<file path="src/rtl/keypad_scanner.sv">
// Column-scanning keypad front end: synchronizes the row lines, walks a one-hot
// column drive and freezes on a pressed column until every row is released.
module keypad_scanner #(
    parameter logic [3:0] SCAN_DIV = 4'd8
) (
    input  logic       clk,
    input  logic       reset,
    input  logic [3:0] rows,
    output logic [3:0] cols,
    output logic [7:0] rcBits,
    output logic       holding
);

    typedef enum logic [0:0] {
        ST_SCAN = 1'b0,
        ST_HOLD = 1'b1
    } state_t;

    state_t     r_state;
    state_t     w_state_nxt;
    logic [3:0] r_rows_s1;
    logic [3:0] r_rows_s2;
    logic [3:0] r_cnt;
    logic [3:0] r_cols;
    logic [3:0] w_cols_nxt;
    logic [7:0] r_rcbits;
    logic       w_tick;
    logic       w_row_act;

    assign w_tick    = (r_cnt == (SCAN_DIV - 4'd1));
    assign w_row_act = (r_rows_s2 != 4'd0);
    assign cols      = r_cols;
    assign rcBits    = r_rcbits;

    // Two-flop synchronizer for the asynchronous row lines
    always_ff @(posedge clk) begin
        if (!reset) begin
            r_rows_s1 <= 4'd0;
            r_rows_s2 <= 4'd0;
        end else begin
            r_rows_s1 <= rows;
            r_rows_s2 <= r_rows_s1;
        end
    end

    // Free-running dwell counter; it never stalls, even while holding
    always_ff @(posedge clk) begin
        if (!reset) begin
            r_cnt <= 4'd0;
        end else if (w_tick) begin
            r_cnt <= 4'd0;
        end else begin
            r_cnt <= r_cnt + 4'd1;
        end
    end

    // State register together with the column drive and the evaluator sample
    always_ff @(posedge clk) begin
        if (!reset) begin
            r_state  <= ST_SCAN;
            r_cols   <= 4'b0001;
            r_rcbits <= 8'h00;
        end else begin
            r_state <= w_state_nxt;
            r_cols  <= w_cols_nxt;
            if (w_tick) begin
                // sample uses the column as it was before this tick's rotation
                r_rcbits <= {r_rows_s2, r_cols};
            end else begin
                r_rcbits <= r_rcbits;
            end
        end
    end

    // Next-state and next-column decision, evaluated only on a dwell tick
    always_comb begin
        w_state_nxt = r_state;
        w_cols_nxt  = r_cols;
        if (w_tick) begin
            case (r_state)
                ST_SCAN: begin
                    if (w_row_act) begin
                        w_state_nxt = ST_HOLD;
                    end else begin
                        w_cols_nxt = {r_cols[2:0], r_cols[3]};
                    end
                end
                ST_HOLD: begin
                    if (w_row_act) begin
                        w_state_nxt = ST_HOLD;
                    end else begin
                        w_state_nxt = ST_SCAN;
                    end
                end
                default: begin
                    w_state_nxt = ST_SCAN;
                    w_cols_nxt  = 4'b0001;
                end
            endcase
        end else begin
            w_state_nxt = r_state;
            w_cols_nxt  = r_cols;
        end
    end

    // Output decode straight from the state register
    always_comb begin
        holding = (r_state == ST_HOLD);
    end

endmodule

</file>
<file path="config.mk">
export PLATFORM = sky130hd
export DESIGN_NAME = keypad_scanner
export DESIGN_NICKNAME = d
export VERILOG_FILES = /design/src/rtl/keypad_scanner.sv
export SDC_FILE = /design/constraint.sdc
export NUM_CORES = 1
export LEC_CHECK = 0
export ABC_AREA = 1
export BUFFER_PORTS_ARGS = -buffer_cell sky130_fd_sc_hd__buf_2
export CAP_MARGIN = 20
export CORE_MARGIN = 2
export CORE_UTILIZATION = 25
export DETAILED_ROUTE_END_ITERATION = 8
export PLACE_DENSITY = 0.43
export SYNTH_ARGS = -nofsm -noshare
export SYNTH_HDL_FRONTEND = slang
export SYNTH_SLANG_ARGS = --single-unit
</file>
<file path="constraint.sdc">
create_clock -name clk -period 1.47 [get_ports clk]
set_input_delay 0.294 -clock clk [delete_from_list [all_inputs] [get_ports clk]]
set_output_delay 0.294 -clock clk [all_outputs]
set_load 0.005 [all_outputs]
</file>
* Word level (Yosys, flattened, before mapping)
Index checks and enable logic that the tools add are counted.
Operators by class: multiply operators 0, shifts and indexed selects 0, $lt $le $gt $ge 0, add/sub/neg operators 1, reduce and logical (&&, ||, !) cells 3, equality and inequality tests 1, bitwise logic cells 3, mux-type cells 1, divide/modulo/power cells 0
Operators with widths (number):
- $add A4 B1 Y4 const B | 1
- $eq A4 B3 Y1 const B | 1
- $reduce_bool A4 Y1 | 1
- $not A1 Y1 | 3
- $reduce_and A3 Y1 | 1
- $reduce_or A2 Y1 | 1
- $mux W1 | 1
Word-level totals: word-level logic and storage cells 15, memories 0, register bits after elaboration 25, bits in writable memories 0, latch bits 0, bits of input ports 6, ROM bits 0

* Longest topological paths before layout
Gate-level depths: netlist of run 1.
depth after elaboration 3, mapped depth 7, depth with buffers taken out 6

* Least setup slack after synthesis of run 1
No wires, ideal clock.
path kind flip-flop to flip-flop, from register r_cnt[0], to register r_cols[1] (netlist: cols[1]), arrival time 1.018 ns, required time 1.357 ns, path slack 0.339 ns, buffers on the path 1, stages on the path, launching flop included 8, cells stage by stage dfxtp_1 > ha_1 > nand3_2 > buf_6 > nor2_4 > nand3_1 > nand2_1 > nor2_1
Between the ends: longest elaborated chain between the ends 2
Ends and longest elaborated chain:
- start: declaration | line 23 | logic [3:0] r_cnt;
- start signal: assignment | line 53 | r_cnt <= r_cnt + 4'd1;
- $eq A4 B3 Y1 | line 30 | assign w_tick = (r_cnt == (SCAN_DIV - 4'd1));
- $reduce_and A3 Y1 (no line)
- end signal: assignment | line 65 | r_cols <= w_cols_nxt;
- end: declaration | line 24 | logic [3:0] r_cols;
Every way passes these cells. A chain may end at the register's enable or synchronous reset.

* Worst setup path in the final report of run 1
from register r_cnt[0], to register r_cols[3] (netlist: cols[3])
The elaborated chain is that of the path after synthesis.

==> qor.yml, run 1 <==
timing_worst_slew_pin_value_ps: 328
crit_path_end_kind: "flop"
grt_overflow_total: 0
antenna_left: 0
finalNetCount: 134
layout-drive-gt1-share_pct: 20.6
synth-adder-area-share_pct: 1.41
timing.final.hold_violations: 0
final.setup_skew_ps: 0.967
power.total_mw: 1.06
synth-edff-count: 0
yosys.cell_types.count: 18
core.rowCount: 21
core_region_area_mm2: 0.00336
synth_simple_gate_area_share_pct: 21.9
worst_setup_hold_path_clk_slew_ps: 120
worst-endpoint-required_ps: 1680
hold_start: "rows[3]"
timing.reg2reg.setup_slack_ps: 220
crit_path_start: "r_cnt[0]"
pwr_density_cell_mw_per_mm2: 1010
period_utilisation_layout_pct: 84.9
routabilityCongestion: 0.747
synthTopCellsByCount: "25 x sky130_fd_sc_hd__dfxtp_1, 21 x sky130_fd_sc_hd__nor2_1, 16 x sky130_fd_sc_hd__inv_1"
synth-seq-area-share_pct: 56.6
grt_setup_unrepaired: "no"
cts_htree_levels: 1
synth_top_family_by_area: "simple AND/OR/NAND/NOR gates"
first_iter_violations: 39
ioPinCount: 19
routed-via-count: 658
start_kind: "flop"
synth_nets: 113
area.growth.synth_to_final_pct: 18.1
post_synth.cell_area_avg_um2: 8.35
most_common_cell_in_the_netlist: "sky130_fd_sc_hd__dfxtp_1"
synthXorXnorAreaFrac_pct: 0.990
max_clock_freq_mhz: 801
maxSlewViolCount: 0
syn-instance-count: 106
diodes: 0
hpwlAfterDp_um: 1130
cts.sinks: 25
final_period_minus_worst_setup_slack_ps: 1250
grt_first_pass_wirelength_um: 2580
r2r.worst_path.cells: 7
cts_max_path_buffers: 2
worstReg2RegStart: "r_cnt[0]"
numPortBuffers: 18
synth-warning-count: 0
cts_root_buf: "sky130_fd_sc_hd__clkbuf_4"
run_status: "finished clean"
grt_pass1_vias: 603
initial_utilization_pct: 26.3
hold_path.class: "in -> reg"
worst_hold_path.endpoint: "r_rows_s1[3]"
worstHoldPathCells: 3
max-cap-violations: 0
synth_area_leaders: "sky130_fd_sc_hd__dfxtp_1 57%, sky130_fd_sc_hd__nor2_1 8.9%, sky130_fd_sc_hd__inv_1 6.8%"
drc: 0
vias_per_cell: 3.83
reg2reg_to: "cols[3]"
tritoncts_clock_tree: "built"
synth-compound-area-share_pct: 9.05
die_width_um: 63.5
critPathMaxFanout: 10
number_of_post_cts_setup_repair_buffers: 0
yosysTopAreaCell: "sky130_fd_sc_hd__dfxtp_1"
tritoncts.num_buffers: 3
cp.arrival_ps: 1460
static-leakage-power_nw: 0.518
synth.area.mux_share_pct: 0
dominantRegCellSynth: "sky130_fd_sc_hd__dfxtp_1"
firstDrtPassIters: 4
dieHeight_um: 63.5
setup-violations-final: 0
detail_route.wl_per_cell_um: 8.74
clk_latency_ps: 300
totalNegativeSetupSlack_ps: 0
synth_seq_cells: 25
die_area_mm2: 0.00403
cts.repair.resized: 0
hold_buffers: 0
maximum_number_of_pins_on_one_net_before_global_route_repair: 14
worst_ir_drop_vdd_uv: 270
routed_wirelength_um: 1500
slew_limit_headroom_pct: 78.1
grt_use_total_pct: 8.36
whs_ps: 162
antenna_violations_before_repair: 0
post-synth-top-area-fraction_pct: 56.6
timing.setup.critical_path_class: "reg -> reg"
mappedNetlistArea_um2: 885
async_flop_share_pct: 0
logic make-up after synthesis:
logic type                 count (synthesis)
xor gates and xnor gates                   1
buffers and inverters                     20
and+or+nand+nor                           44
AOI/OAI and AO/OA                         15
adders and majority gates                  1
DFF                                       25
registers in the layout (all words and copies together), names as in the netlist:
signal	count
holding	1
r_rows_s2	4
r_cnt	4
rcBits	8
cols	4
r_rows_s1	4
worst max-delay path: stages, from the launching register on:
cell	delay [ps]
sky130_fd_sc_hd__dfxtp_1	380
sky130_fd_sc_hd__ha_1	210
sky130_fd_sc_hd__nand3_2	90
sky130_fd_sc_hd__buf_4	180
sky130_fd_sc_hd__nor2_4	140
sky130_fd_sc_hd__nand3_1	80
sky130_fd_sc_hd__nand2_1	60
sky130_fd_sc_hd__nor2_1	40
metal layers:
layer | global-route usage [%] | up-vias | share of wire [%]
met3 | 2.68 | 2 | 7.1
met4 | 5.71 | 0 | 1.3
met1 | 10.1 | 275 | 48
met2 | 12.5 | 16 | 44
li1 | - | 365 | -
met5 | 0 | - | 0
worst max-delay path by stage:
stage	end	slack, ps	cells after the start
CTS	rcBits[0]	180	5
floorplan	cols[1]	340	7
global placement	cols[3]	250	7
detailed placement	rcBits[0]	210	5
finish	cols[3]	220	7
global route	rcBits[0]	60	5
stage by stage:
step                      std cells  worst slack [ps]  utilization (%)  instance area (um2)
after floorplan                 106               339                -                  885
after global placement          168               252             30.3                 1020
after detailed placement        168               211             30.3                 1020
after CTS                       172               182             31.1                 1040
after global routing            172              61.3             31.1                 1040
final                           172               221             31.1                 1040
cell usage in the layout (no fill, tap or decap):
cell                       instances
sky130_fd_sc_hd__buf_4             2
sky130_fd_sc_hd__o21ai_1           2
sky130_fd_sc_hd__buf_2            18
sky130_fd_sc_hd__dfxtp_1          25
sky130_fd_sc_hd__nand3_2           1
sky130_fd_sc_hd__nand3_1           6
sky130_fd_sc_hd__a211oi_1          1
sky130_fd_sc_hd__o21ai_0           7
sky130_fd_sc_hd__nand2_1          14
sky130_fd_sc_hd__o21a_1            1
sky130_fd_sc_hd__xnor2_1           1
sky130_fd_sc_hd__clkbuf_1          1
sky130_fd_sc_hd__a21oi_1           4
sky130_fd_sc_hd__ha_1              1
sky130_fd_sc_hd__clkbuf_4          3
sky130_fd_sc_hd__nor2_1           21
sky130_fd_sc_hd__inv_1            16
sky130_fd_sc_hd__nor2_4            2
layout make-up:
class | count | area, um2
fillers | 377 | 2320
flip-flops and latches | 25 | 500
multi-input cells | 61 | 295
repair buffers | 20 | 105
inverters | 16 | 60.1
well taps | 46 | 57.6
clock buffers | 4 | 26.3
where the power goes:
part	switching, mW	internal (mW)	leakage [nW]	total [mW]
clock network	0.182	0.106	0.0150	0.288
logic	0.0362	0.0252	0.299	0.0614
registers	0.00931	0.697	0.204	0.707
(Power assumes the default switching activity.)
==> run 2, diff against run 1 <==
ABC_AREA = 0   (was 1)
PLACE_DENSITY = 0.44   (was 0.43)
clock period = 1 ns   (was 1.47 ns; I/O delays follow)
==> qor.yml, run 2 <==
start_kind: "flop"
grt_setup_unrepaired: "yes"
max-cap-violations: 0
synth_nets: 97
first_iter_violations: 19
reg2reg_to: "cols[1]"
tritoncts.num_buffers: 3
synth-edff-count: 0
crit_path_end: "cols[1]"
hold_path.class: "in -> reg"
cts_root_buf: "sky130_fd_sc_hd__clkbuf_4"
worstReg2RegStart: "r_rows_s2[2]"
async_flop_share_pct: 0
dieHeight_um: 63.6
post-route-cell-area_mm2: 0.00135
detail_route.wl_per_cell_um: 9.91
timing_worst_slew_pin_value_ps: 256
yosysTopAreaCell: "sky130_fd_sc_hd__dfxtp_1"
synth-seq-area-share_pct: 56.4
yosys.cell_types.count: 22
die_width_um: 63.6
cp.arrival_ps: 1600
dominantRegCellSynth: "sky130_fd_sc_hd__dfxtp_1"
finish.utilization_pct: 40.1
grt_use_total_pct: 9.23
r2r.worst_path.cells: 3
core_region_area_mm2: 0.00336
pwr-share-clk_pct: 26.6
dp_slack_ps: -337
maximum_number_of_pins_on_one_net_before_global_route_repair: 27
max_clock_freq_mhz: 739
timing.setup.critical_path_class: "reg -> reg"
synth_area_leaders: "sky130_fd_sc_hd__dfxtp_1 56%, sky130_fd_sc_hd__nand2_1 9.7%, sky130_fd_sc_hd__and2_1 6.3%"
critPathMaxFanout: 3
static-leakage-power_nw: 0.619
syn-instance-count: 90
core.rowCount: 21
power.share.combinational_pct: 8.8
violations_in_the_final_reports: "setup timing"
largest_register_ffs: 8
tritoncts_clock_tree: "built"
hpwlAfterDp_um: 1180
mappedNetlistArea_um2: 887
finalNetCount: 136
antenna_violations_before_repair: 0
timing.final.ws_setup_ps: -352
final.setup_skew_ps: 10.6
ioPinCount: 19
multi_input_area_um2: 440
hold_buffers: 0
post-synth-top-area-fraction_pct: 56.4
diodes: 0
p_int_mw: 1.27
cts_htree_levels: 1
layout-drive-gt1-share_pct: 56.3
die_area_mm2: 0.00404
antenna_left: 0
synthTopCellsByCount: "25 x sky130_fd_sc_hd__dfxtp_1, 23 x sky130_fd_sc_hd__nand2_1, 9 x sky130_fd_sc_hd__and2_1"
whs_ps: 93.3
vias_per_cell: 4.24
postPlaceCellArea_mm2: 0.00114
routed-via-count: 737
final_period_minus_worst_setup_slack_ps: 1350
mostFrequentLayoutCells: "19 x sky130_fd_sc_hd__nand2_1, 16 x sky130_fd_sc_hd__dfxtp_2, 15 x sky130_fd_sc_hd__buf_4, 13 x sky130_fd_sc_hd__buf_2"
mostFrequentLayoutCell: "sky130_fd_sc_hd__nand2_1"
synth_seq_cells: 25
stdcell_count: 174
grt_first_pass_wirelength_um: 2880
firstDrtPassIters: 2
netSwitchingFraction_pct: 21.4
period_utilisation_layout_pct: 135
grt_pass1_vias: 671
cts_max_path_buffers: 2
area.growth.synth_to_final_pct: 51.9
timing.reg2reg.setup_slack_ps: -350
slew_limit_headroom_pct: 82.8
initial_utilization_pct: 26.4
worst_ir_drop_vdd_uv: 699
pwr_density_cell_mw_per_mm2: 1200
final.fill_count: 362
post_synth.cell_area_avg_um2: 9.86
numPortBuffers: 18
p_seq_share_pct: 64.7
maxSlewViolCount: 0
dpl.cell_count: 161
routabilityCongestion: 0.647
synth-warning-count: 0
grt_overflow_total: 0
run_status: "finished, violations left"
drc: 0
register_area_um2: 520
p_switching_mw: 0.344
crit_path_start: "r_rows_s2[2]"
setup-violations-final: 18
cts.sinks: 25
most_common_cell_in_the_netlist: "sky130_fd_sc_hd__dfxtp_1"
timing.final.hold_violations: 0
routed_wirelength_um: 1730
worst-endpoint-required_ps: 1250
crit_path_end_kind: "flop"
worst_setup_hold_path_clk_slew_ps: 130
clk_latency_ps: 310
## run 2: critical path, stage by stage, from the launching register on
cell,delay [ps]
sky130_fd_sc_hd__dfxtp_2,360
sky130_fd_sc_hd__or4_4,540
sky130_fd_sc_hd__nor3_4,210
sky130_fd_sc_hd__mux2i_1,200
## run 2: power groups by stage
stage	clock, mW	sequential, mW	combinational [mW]
floorplan	0	1.06	0.0601
CTS	0.464	1.04	0.115
global route	0.516	1.05	0.153
finish	0.428	1.04	0.141
global placement	0	1.06	0.109
detailed placement	0	1.06	0.111
## run 2: cells by family after synthesis
logic type,after synthesis,share of synthesized area (%)
DFF,25,56.4
AOI/OAI and AO/OA,10,8.04
xor gates and xnor gates,1,0.987
buffers and inverters,5,2.26
muxes,4,4.51
adders and majority gates,1,1.41
and+or+nand+nor,44,26.4
## run 2: repair_timing
action | in CTS | in global routing
endpoints found under the setup margin | 21 | 30
buffers inserted | 3 | 6
pin swaps | 1 | 3
resized for setup | 8 | 28
## run 2: layout make-up
class	instances	area share (%)
Clock buffer	4	1.95
Inverter	1	0.279
Multi-Input combinational cell	60	32.7
Sequential cell	25	38.6
Tap cell	46	4.27
Timing Repair Buffer	38	22.2
## run 2: metrics by stage
step	total power [mW]	setup TNS, ps
floorplan	1.12	-1220
global placement	1.17	-2460
detailed placement	1.17	-2570
CTS	1.62	-2690
global route	1.72	-3960
finish	1.61	-2740
## run 2: worst min-delay path by stage
stage | from | endpoint | depth (start not counted)
after global routing | rows[2] | r_rows_s1[2] | 2
after floorplan | rows[0] | r_rows_s1[0] | 1
after detailed placement | rows[1] | r_rows_s1[1] | 2
final | rows[3] | r_rows_s1[3] | 2
after CTS | rows[1] | r_rows_s1[1] | 2
after global placement | rows[0] | r_rows_s1[0] | 2
## run 2: routing by layer
metal  track usage (%)  part of all wire [%]  wire, um
met2              15.4                    51       884
met4              2.45                  0.75        13
met3              3.93                   4.1        71
met1              10.8                    44       756
met5                 0                     0         0
==> run 3, diff against run 2 <==
SETUP_SLACK_MARGIN = 0.5   (was not set)
==> qor.yml, run 3 (synthesized netlist as in run 2, its figures left out) <==
critical_path.top_delay_family: "simple AND/OR/NAND/NOR gates"
detail_route.wl_per_cell_um: 10.5
pwr-share-clk_pct: 27.0
cp.arrival_ps: 1630
p_switching_mw: 0.369
path_buf_inv: 0
grt_use_total_pct: 9.57
routed-via-count: 726
timing.setup.critical_path_class: "reg -> reg"
worst_setup_hold_path_clk_slew_ps: 130
netSwitchingFraction_pct: 22.6
cts_root_buf: "sky130_fd_sc_hd__clkbuf_4"
p_seq_share_pct: 63.6
final_period_minus_worst_setup_slack_ps: 1380
multi_input_area_um2: 487
run_status: "finished, violations left"
vias_per_cell: 4.13
worst-endpoint-required_ps: 1250
grt_first_pass_wirelength_um: 3010
dp_slack_ps: -334
hold_path.class: "in -> reg"
stdcell_count: 176
largest_register_ffs: 8
timing.reg2reg.setup_slack_ps: -380
numPortBuffers: 18
reg2reg_to: "cols[3]"
routabilityCongestion: 0.646
wl_met2_um: 977
mostFrequentLayoutCell: "sky130_fd_sc_hd__dfxtp_2"
worstPathCellList: "or4_4 -> nor3_4 -> mux2i_1"
finalNetCount: 138
tritoncts_clock_tree: "built"
slew_limit_headroom_pct: 82.0
met3RoutedLength_um: 91
core_region_area_mm2: 0.00336
tritoncts.num_buffers: 3
p_int_mw: 1.27
max-cap-violations: 0
hpwlAfterDp_um: 1240
timing.critical_path.slowest_stage_cell: "sky130_fd_sc_hd__or4_4"
final.setup_skew_ps: 7.76
pwr_density_cell_mw_per_mm2: 1120
setup-violations-final: 18
r2r.worst_path.cells: 3
violations_in_the_final_reports: "setup timing"
drt-met1-wl_um: 766
grt_setup_unrepaired: "yes"
grt_overflow_total: 0
period_utilisation_layout_pct: 138
routed_wirelength_um: 1850
static-leakage-power_nw: 0.667
die_area_mm2: 0.00404
layout-drive-gt1-share_pct: 66.2
maxSlewViolCount: 0
cts.sinks: 25
core.rowCount: 21
grt_pass1_vias: 718
ioPinCount: 19
dpl.cell_count: 163
cts_max_path_buffers: 2
first_iter_violations: 7
worst_ir_drop_vdd_uv: 716
timing.final.hold_violations: 0
worstReg2RegStart: "r_rows_s2[1]"
clk_latency_ps: 320
power.total_mw: 1.64
diodes: 0
crit_path_end_kind: "flop"
totalNegativeSetupSlack_ps: -3580
power.share.combinational_pct: 9.4
register_area_um2: 523
max_stage_delay_ps: 550
mostFrequentLayoutCells: "15 x sky130_fd_sc_hd__dfxtp_2, 14 x sky130_fd_sc_hd__buf_2, 13 x sky130_fd_sc_hd__buf_4, 11 x sky130_fd_sc_hd__nand2_1"
dieHeight_um: 63.6
max_clock_freq_mhz: 725
initial_utilization_pct: 26.4
critPathMaxFanout: 3
final.fill_count: 352
start_kind: "flop"
worstHoldPathCells: 2
antenna_left: 0
worst_hold_path.endpoint: "r_rows_s1[2]"
timing.final.ws_setup_ps: -380
firstDrtPassIters: 4
die_width_um: 63.6
timing_worst_slew_pin_value_ps: 268
hold_start: "rows[2]"
cts_htree_levels: 1
area.growth.synth_to_final_pct: 64.5
antenna_violations_before_repair: 0
drc: 0
maximum_number_of_pins_on_one_net_before_global_route_repair: 27
finish.utilization_pct: 43.4
hold_buffers: 0
highest-signal-layer: "met4"
[run 3: changes by cell type in the layout (fill, tap and decap cells not counted), sizes merged]
| cell | before | now |
|---|---|---|
| clkbuf | 4 | 3 |
| buf | 38 | 40 |
| clkinv | 0 | 1 |
[run 3: final cells by class]
cell class | instances | area share, %
Tap cell | 46 | 3.95
Sequential cell | 25 | 35.8
Clock buffer | 3 | 1.54
Inverter | 1 | 0.257
Multi-Input combinational cell | 60 | 33.4
Timing Repair Buffer | 40 | 24.7
Clock inverter | 1 | 0.343
[run 3: worst max path at each step]
stage / from / endpoint / depth (start not counted)
finish: r_rows_s2[1] / cols[3] / 3
global route: r_rows_s2[1] / cols[3] / 3
CTS: r_rows_s2[1] / cols[3] / 3
detailed placement: r_rows_s2[1] / cols[3] / 3
global placement: r_rows_s2[1] / cols[1] / 3
floorplan: r_rows_s2[1] / cols[1] / 3
[run 3: worst register-to-register path: stages, from the launching register on]
cell and delay [ps]:
sky130_fd_sc_hd__dfxtp_2 340, sky130_fd_sc_hd__or4_4 550, sky130_fd_sc_hd__nor3_4 210, sky130_fd_sc_hd__mux2i_1 220
[run 3: per-stage QoR]
stage / hold WS, ps / area [um2]
2_1_floorplan: 327 / 961
3_3_place_gp: 406 / 1180
3_5_place_dp: 410 / 1180
4_1_cts: 69.2 / 1360
5_1_grt: 69.2 / 1460
6_report: 82.7 / 1460
[run 3: what timing repair did]
item | in CTS | in global routing
setup endpoints to repair | 34 | 34
gates resized for setup | 24 | 18
gates cloned | 1 | 0
buffers inserted | 7 | 1
pin swaps | 17 | 6
[run 3: per-layer routing]
layer  global-route usage, %  vias to the layer above
met4                    2.45                        0
met5                       0                        -
li1                        -                      375
met3                    4.29                        2
met1                    8.73                      334
met2                    18.8                       15
[run 3: power groups by stage]
stage | Sequential, mW | Combinational (mW) | Clock (mW)
after global routing | 1.04 | 0.168 | 0.503
after CTS | 1.04 | 0.135 | 0.464
final | 1.04 | 0.154 | 0.442
after global placement | 1.06 | 0.118 | 0
after detailed placement | 1.06 | 0.120 | 0
after floorplan | 1.06 | 0.0680 | 0
